### src/rtl/req_arbiter_rr.sv
// Request arbiter: picks one pending, enabled channel per grant, with optional strict
// priority for channel 0 (bounded by a starvation limit) and round-robin over the rest.
module req_arbiter_rr #(
    parameter int CHN_NUM    = 7,
    parameter int PRIO_EN    = 1,
    parameter int STARVE_LIM = 8,
    parameter int IDX_W      = 3
) (
    input  logic               clk,
    input  logic               rst_n,
    input  logic [CHN_NUM-1:0] i_req_empty,
    input  logic [CHN_NUM-1:0] i_chn_mask,
    input  logic               i_receive_req,
    output logic [CHN_NUM-1:0] o_sel_chn,
    output logic [IDX_W-1:0]   o_sel_idx,
    output logic               o_sel_valid,
    output logic [7:0]         o_starve_cnt
);

    localparam int RING_LO = (PRIO_EN != 0) ? 1 : 0;
    localparam int RING_HI = CHN_NUM - 1;
    localparam int RING_N  = RING_HI - RING_LO + 1;
    localparam logic [7:0] STARVE_LIM_8 = 8'(STARVE_LIM);

    typedef enum logic {
        IDLE = 1'b0,
        HOLD = 1'b1
    } state_t;

    state_t             state_q, state_d;
    logic               arm_q, arm_d;
    logic [CHN_NUM-1:0] sel_chn_q, sel_chn_d;
    logic [IDX_W-1:0]   sel_idx_q, sel_idx_d;
    logic [IDX_W-1:0]   last_rr_q, last_rr_d;
    logic [7:0]         starve_q, starve_d;

    logic [CHN_NUM-1:0] elig;
    logic [IDX_W-1:0]   ring_idx;
    logic [IDX_W-1:0]   next_idx;
    logic               ring_found;
    logic               others_elig;
    logic               prio_hit;
    logic               fallback_hit;
    logic               has_next;
    logic               next_is_ring;
    logic               load;

    // Returns {found, index} of the first eligible ring channel after 'last', wrapping.
    // Offsets are scanned from farthest to nearest so the nearest match is kept.
    function automatic logic [IDX_W:0] ring_search(input logic [CHN_NUM-1:0] elig_v,
                                                   input logic [IDX_W-1:0]   last);
        logic [IDX_W:0] res;
        int             pos;
        res = '0;
        for (int k = RING_N; k >= 1; k--) begin
            pos = int'(last) + k;
            if (pos > RING_HI) pos = pos - RING_N;
            if (elig_v[IDX_W'(pos)]) res = {1'b1, IDX_W'(pos)};
        end
        return res;
    endfunction

    function automatic logic [7:0] sat_inc8(input logic [7:0] v);
        return (v == 8'hFF) ? v : v + 8'd1;
    endfunction

    function automatic logic [CHN_NUM-1:0] to_onehot(input logic [IDX_W-1:0] idx);
        logic [CHN_NUM-1:0] oh;
        oh      = '0;
        oh[idx] = 1'b1;
        return oh;
    endfunction

    always_comb begin
        elig                   = ~i_req_empty & i_chn_mask;
        {ring_found, ring_idx} = ring_search(elig, last_rr_q);
        others_elig            = |elig[CHN_NUM-1:1];
        prio_hit               = (PRIO_EN != 0) && elig[0] && (starve_q < STARVE_LIM_8);
        // Starved channel 0 still wins when nothing in the ring wants service.
        fallback_hit           = (PRIO_EN != 0) && elig[0] && !ring_found;
        has_next               = prio_hit || ring_found || fallback_hit;
        next_is_ring           = !prio_hit && ring_found;
        next_idx               = next_is_ring ? ring_idx : '0;
    end

    always_comb begin
        state_d   = state_q;
        arm_d     = 1'b1;
        sel_chn_d = sel_chn_q;
        sel_idx_d = sel_idx_q;
        last_rr_d = last_rr_q;
        starve_d  = starve_q;
        load      = 1'b0;

        // arm_q holds off the first grant until the second edge after reset release.
        case (state_q)
            IDLE: begin
                if (arm_q && has_next) begin
                    load    = 1'b1;
                    state_d = HOLD;
                end
            end
            HOLD: begin
                if (i_receive_req) begin
                    if (has_next) load    = 1'b1;
                    else          state_d = IDLE;
                end
            end
            default: state_d = IDLE;
        endcase

        if (load) begin
            sel_chn_d = to_onehot(next_idx);
            sel_idx_d = next_idx;
            if (next_is_ring) begin
                last_rr_d = next_idx;
                starve_d  = '0;
            end else if (others_elig) begin
                starve_d = sat_inc8(starve_q);
            end else begin
                starve_d = '0;
            end
        end
    end

    always_ff @(posedge clk or negedge rst_n) begin
        if (!rst_n) begin
            state_q   <= IDLE;
            arm_q     <= 1'b0;
            sel_chn_q <= '0;
            sel_idx_q <= '0;
            last_rr_q <= IDX_W'(RING_HI);
            starve_q  <= '0;
        end else begin
            state_q   <= state_d;
            arm_q     <= arm_d;
            sel_chn_q <= sel_chn_d;
            sel_idx_q <= sel_idx_d;
            last_rr_q <= last_rr_d;
            starve_q  <= starve_d;
        end
    end

    assign o_sel_chn    = sel_chn_q;
    assign o_sel_idx    = sel_idx_q;
    assign o_sel_valid  = (state_q == HOLD);
    assign o_starve_cnt = starve_q;

endmodule

### config.mk
export PLATFORM = sky130hd
export DESIGN_NAME = req_arbiter_rr
export DESIGN_NICKNAME = d
export VERILOG_FILES = /design/src/rtl/req_arbiter_rr.sv
export SDC_FILE = /design/constraint.sdc
export NUM_CORES = 1
export LEC_CHECK = 0
export ABC_CLOCK_PERIOD_IN_PS = 4950
export CORE_ASPECT_RATIO = 2
export CORE_MARGIN = 3
export CORE_UTILIZATION = 50
export DETAILED_ROUTE_END_ITERATION = 8
export PLACE_DENSITY = 0.87
export SYNTH_ARGS = -nofsm -noshare
export SYNTH_HDL_FRONTEND = slang
export SYNTH_SLANG_ARGS = --single-unit
### constraint.sdc
create_clock -name clk -period 4.95 [get_ports clk]
set_input_delay 0.7425 -clock clk [delete_from_list [all_inputs] [get_ports clk]]
set_output_delay 0.7425 -clock clk [all_outputs]
set_load 0.1 [all_outputs]
After elaboration in Yosys (flattened, before gate mapping)
Cells that the tools add are included. W data, S select, Z words.

Register bits: 23. Input port bits: 17. Output and inout bits: 19. Word-level logic and storage cells: 93.

Add/sub/neg operators: 13. $lt $le $gt $ge: 15. Eq/ne operators: 2. Mux-type cells: 42. Bitwise gates (word level): 3. Reductions and logical operators: 12.

Operator list (count): $lt A3 B5 Y1 const B (6); $gt A4 B3 Y1 const B (6); $mux W4 (6); $mux W8 (3); $mux W3 (7); $bmux W1 S3 (6); $sub A3 B3 Y3 const B (6); $mux W1 (17); $add A3 B3 Y4 const B (3); $add A3 B2 Y4 const B (2); $add A8 B1 Y8 const B (1); $eq A8 B8 Y1 const B (1); $lt A8 B4 Y1 const B (1); $and A7 B7 Y7 (1); $not A7 Y7 (1); $reduce_or A6 Y1 (1); $logic_and A1 B1 Y1 (5); $add A3 B1 Y4 const B (1); $lt A3 B4 Y1 const B (1); $pmux W1 S2 (2); $reduce_and A2 Y1 (2); $demux W1 S3 (1); $ge A3 B1 Y1 const B (1); $ne A3 B3 Y1 const B (1); 3 further kinds (5).

Longest topological paths before layout
Depth after elaboration: 19. Gate-level depth with buffers: 14. Gate-level depth less buffers: 10.

Worst setup path before layout
No wires, ideal clock.

Path type: register -> register. Start point: register last_rr_q[1]. End point: register sel_idx_q[1] (netlist: o_sel_idx[1]). Setup time: 126 ps. Arrival: 3685 ps. Data required time: 4824 ps. Setup slack: 1139 ps. Stages on the path, launching flop included: 13. Buffers on the path: 2. Clock period less this slack: 3811 ps. Path through: dfstp_2 > buf_2 > clkinv_1 > ha_1 > nand2_1 > xor2_1 > mux4_2 > a211oi_2 > and4_1 > buf_6 > nand2_1 > nand2_2 > mux2_2.

Cells in the longest elaborated chain, start to end: 18. Elaborated cells between the ends (all ways): 59. Those cells by class: add/sub (12); order compare (6); mux (35); reduce/logical (6).

Ends and longest elaborated chain: start, declared (RTL line 34) `logic [IDX_W-1:0] last_rr_q, last_rr_d;`; start signal, assigned (RTL line 132) `last_rr_q <= IDX_W'(RING_HI);`; start signal, assigned (RTL line 139) `last_rr_q <= last_rr_d;`; $add A3 B3 Y4 (RTL line 56) `pos = int'(last) + k;`; $gt A4 B3 Y1 / $sub A3 B3 Y3 (equally long branches) (RTL line 57) `if (pos > RING_HI) pos = pos - RING_N;`; $mux W3 (RTL line 57); $bmux W1 S3 (RTL line 58) `if (elig_v[IDX_W'(pos)]) res = {1'b1, IDX_W'(pos)};`; $mux W1 (implied by the code) (2 in series) (RTL line 58); $mux W4 (5 in series) (RTL line 58); $mux W4 * (RTL line 58); $logic_not A1 Y1 (RTL line 80) `fallback_hit = (PRIO_EN != 0) && elig[0] && !ring_found;`; $logic_and A1 B1 Y1 (RTL line 80); $logic_or A1 B1 Y1 (RTL line 81) `has_next = prio_hit || ring_found || fallback_hit;`; $mux W1 / $logic_and A1 B1 Y1 (equally long branches) (RTL line 105, 98); $mux W1, on equally long branches (RTL line 104, 98); $pmux W1 S2 (RTL line 96) `case (state_q)`; end signal, assigned (RTL line 138) `sel_idx_q <= sel_idx_d;`; end, declared (RTL line 33) `logic [IDX_W-1:0] sel_idx_q, sel_idx_d;`.

Every way passes the cells marked *; elsewhere a longest branch is shown, timed or not. The select of a mux whose other input is x is not followed. A chain may end at the register's enable or synchronous reset.

Worst setup path after layout
Ends and elaborated chain as after synthesis.

==> metrics.yaml <==
finish:
  antenna-diode-count: 0
  synthToLayoutAreaGrowth_pct: 19.22
  n_fill_cell: 383
  multi_input_area_sq_um: 1534
  drive_above_1_share_pct: 9.677
  finalNetCount: 305
  seq_area_sq_um: 578.1
  utilization_pct: 62.53
worst_setup_path:
  crit_arrival_ns: 4.53
  cp.required_ns: 5.10
  worstPathMaxFanout: 14
  crit_chain: "clkinv_1, ha_1, nand2_1, xor2_1, mux4_2, a211oi_2, and4_1, nand2_1, nand2_2, mux2_2"
  cp-start-kind: "register"
  cpMaxStageDelayCell: "dfstp_2"
  worstSetupPathType: "register to register"
  critPathBufInv: 1
  ff2ff_setup_slack_ns: 0.57
  crit_family: "simple AND/OR/NAND/NOR gates"
  crit_path_max_incr_delay_ns: 0.68
  path_common_cell: "nand2_1"
  cp-end-kind: "register"
clocking:
  cts-root-buf: "clkbuf_8"
  cts_tree: "done"
  clkLatencyLatePin_ns: 0.26
  cts.path.max_buffers: 2
  h-tree-depth: 1
  post_cts_resized: 0
  post_cts_buffers: 0
  numClockSinks: 23
  cts_buffers: 3
  clkTransAtPathRegs_ns: 0.08
  hold_buffers: 0
sta:
  worst_slew_pin_slew_ns: 1.008
  max-slew-margin-rel_pct: 32.56
  slew_violations: 0
  hold-worst-slack_ns: 0.4980
  finalHoldViolations: 0
  period_needed_ns: 4.380
  setup_tns_ns: 0
  setup_viol: 0
  setup_slack_ns: 0.5702
  final.setup_skew_ns: 0.003522
  grt_setup_unrepaired: "false"
  fin_crit_sh_pct: 88.48
  clock.fmax_ghz: 0.2283
floorplan:
  dieHeight_um: 99.53
  dieArea_sq_um: 5252
  coreArea_sq_um: 4170
  start_util_pct: 52.45
  die_w_um: 52.77
  fp-row-count: 33
  ios: 36
min_path:
  min_path_type: "register to register"
placed_design:
  gp_congestion: 0.9786
  numPortBuffers: 35
  dpl.hpwl_mm: 4.976
  dp_slack_ns: 0.6847
yosys:
  syn_area_sq_um: 2187
  yosysUniqueCellTypes: 62
  synthFlopType: "dfrtp_1"
  netlist.top_cell.by_area: "dfrtp_1"
  syn_nets: 272
  yosysWarnings: 0
  syn_inst: 247
  synth_edf_count: 0
  ys_top_cells_by_area: "dfrtp_1 (24%), xnor2_1 (4.4%), mux4_2 (4.1%)"
  avgSynthCellArea_sq_um: 8.855
  synth-seq-cells: 23
  ys_seq_area_share_pct: 26.43
  synthArstFlopShare_pct: 100.0
  synth_top_cell_area_share_pct: 24.03
  ys_top_cells_by_count: "dfrtp_1 (21), nor2_1 (21), a21oi_1 (16)"
global_routing:
  grt_max_degree: 24
  grt.total_usage_pct: 25.38
  gr-total-overflow: 0
  grt_pass1_wl_mm: 10.01
  antenna_found_initial: 0
  grt_pass1_vias: 2168
drt:
  drt_iter0_markers: 81
  viasPerCell: 6.550
  drc: 0
  wl_per_cell_um: 18.76
  num_vias: 2168
  first_pass_iters: 4
  wl_mm: 6.208
  antenna_left: 0
outcome:
  status: "finished clean"
flow_run:
  cap_viol_max_count: 0
## metal layers
layer  wire length [um]  GRT usage [%]  vias up  part of all wire, %
met5                  0              0        -                    0
met4                489          18.50        0                  7.9
met3                259          3.748       41                  4.2
met2               3330          45.31       90                   54
met1               2129          24.81     1026                   34
li1                   -              -     1011                    -
## cell families (layout without fill, tap and decap cells)
group | count (synthesis) | count (layout) | share of synthesized area (%)
AOI/OAI and AO/OA | 75 | 75 | 25.17
xor gates and xnor gates | 12 | 12 | 4.805
DFF | 23 | 23 | 26.43
and+or+nand+nor | 97 | 97 | 25.23
muxes | 16 | 16 | 9.840
other | 1 | 1 | 0.1715
adders and majority gates | 8 | 8 | 4.920
buffers and inverters | 15 | 47 | 3.432
## layout by cell type (no fill, tap or decap), drive strengths merged, types with 4 or more instances in the layout
cell type,count
clkdlybuf4s50,35
nor2,22
dfrtp,21
a21oi,16
nand2,15
xnor2,11
o21ai,10
mux2i,8
nand2b,7
ha,7
inv,6
and3b,6
nand3b,5
a21o,5
nor3b,5
or2,5
nand3,5
nand4,5
a22o,5
mux2,4
mux4,4
and2,4
and3,4
## registers in the layout, indices dropped and copies added (netlist names)
signal and flops:
o_sel_chn 7, o_sel_valid 1, o_sel_idx 3, o_starve_cnt 8
arm_q 1, last_rr_q 3
## layout make-up
type	count	share of cell area, %
clock buffers	3	1.583
clock inverters	1	0.1919
inverters	7	1.008
multi-input cells	209	58.83
flip-flops and latches	23	22.17
well taps	52	2.495
repair buffers	36	13.72
## through the flow
step / cells / area [sq um]
detailed placement: 327 / 2561
global route: 331 / 2608
CTS: 331 / 2608
global placement: 327 / 2561
floorplan: 247 / 2187
finish: 331 / 2608
## final timing paths
check / to / startpoint / cells after the start
worst max-delay path: o_sel_idx[1]$_DFFE_PN0P_ / last_rr_q[1]$_DFFE_PN1P_ / 10
worst min-delay path: o_sel_idx[2]$_DFFE_PN0P_ / o_sel_idx[2]$_DFFE_PN0P_ / 1
worst max register to register: o_sel_idx[1]$_DFFE_PN0P_ / last_rr_q[1]$_DFFE_PN1P_ / 10
worst min register to register: o_sel_idx[2]$_DFFE_PN0P_ / o_sel_idx[2]$_DFFE_PN0P_ / 1
max in group asynchronous: o_starve_cnt[0]$_DFFE_PN0P_ / rst_n / 1
min in group asynchronous: o_sel_chn[1]$_DFFE_PN0P_ / rst_n / 1
Power is not shown: default switching activity piles up to over one toggle a cycle in this logic, so the estimate is an artifact.
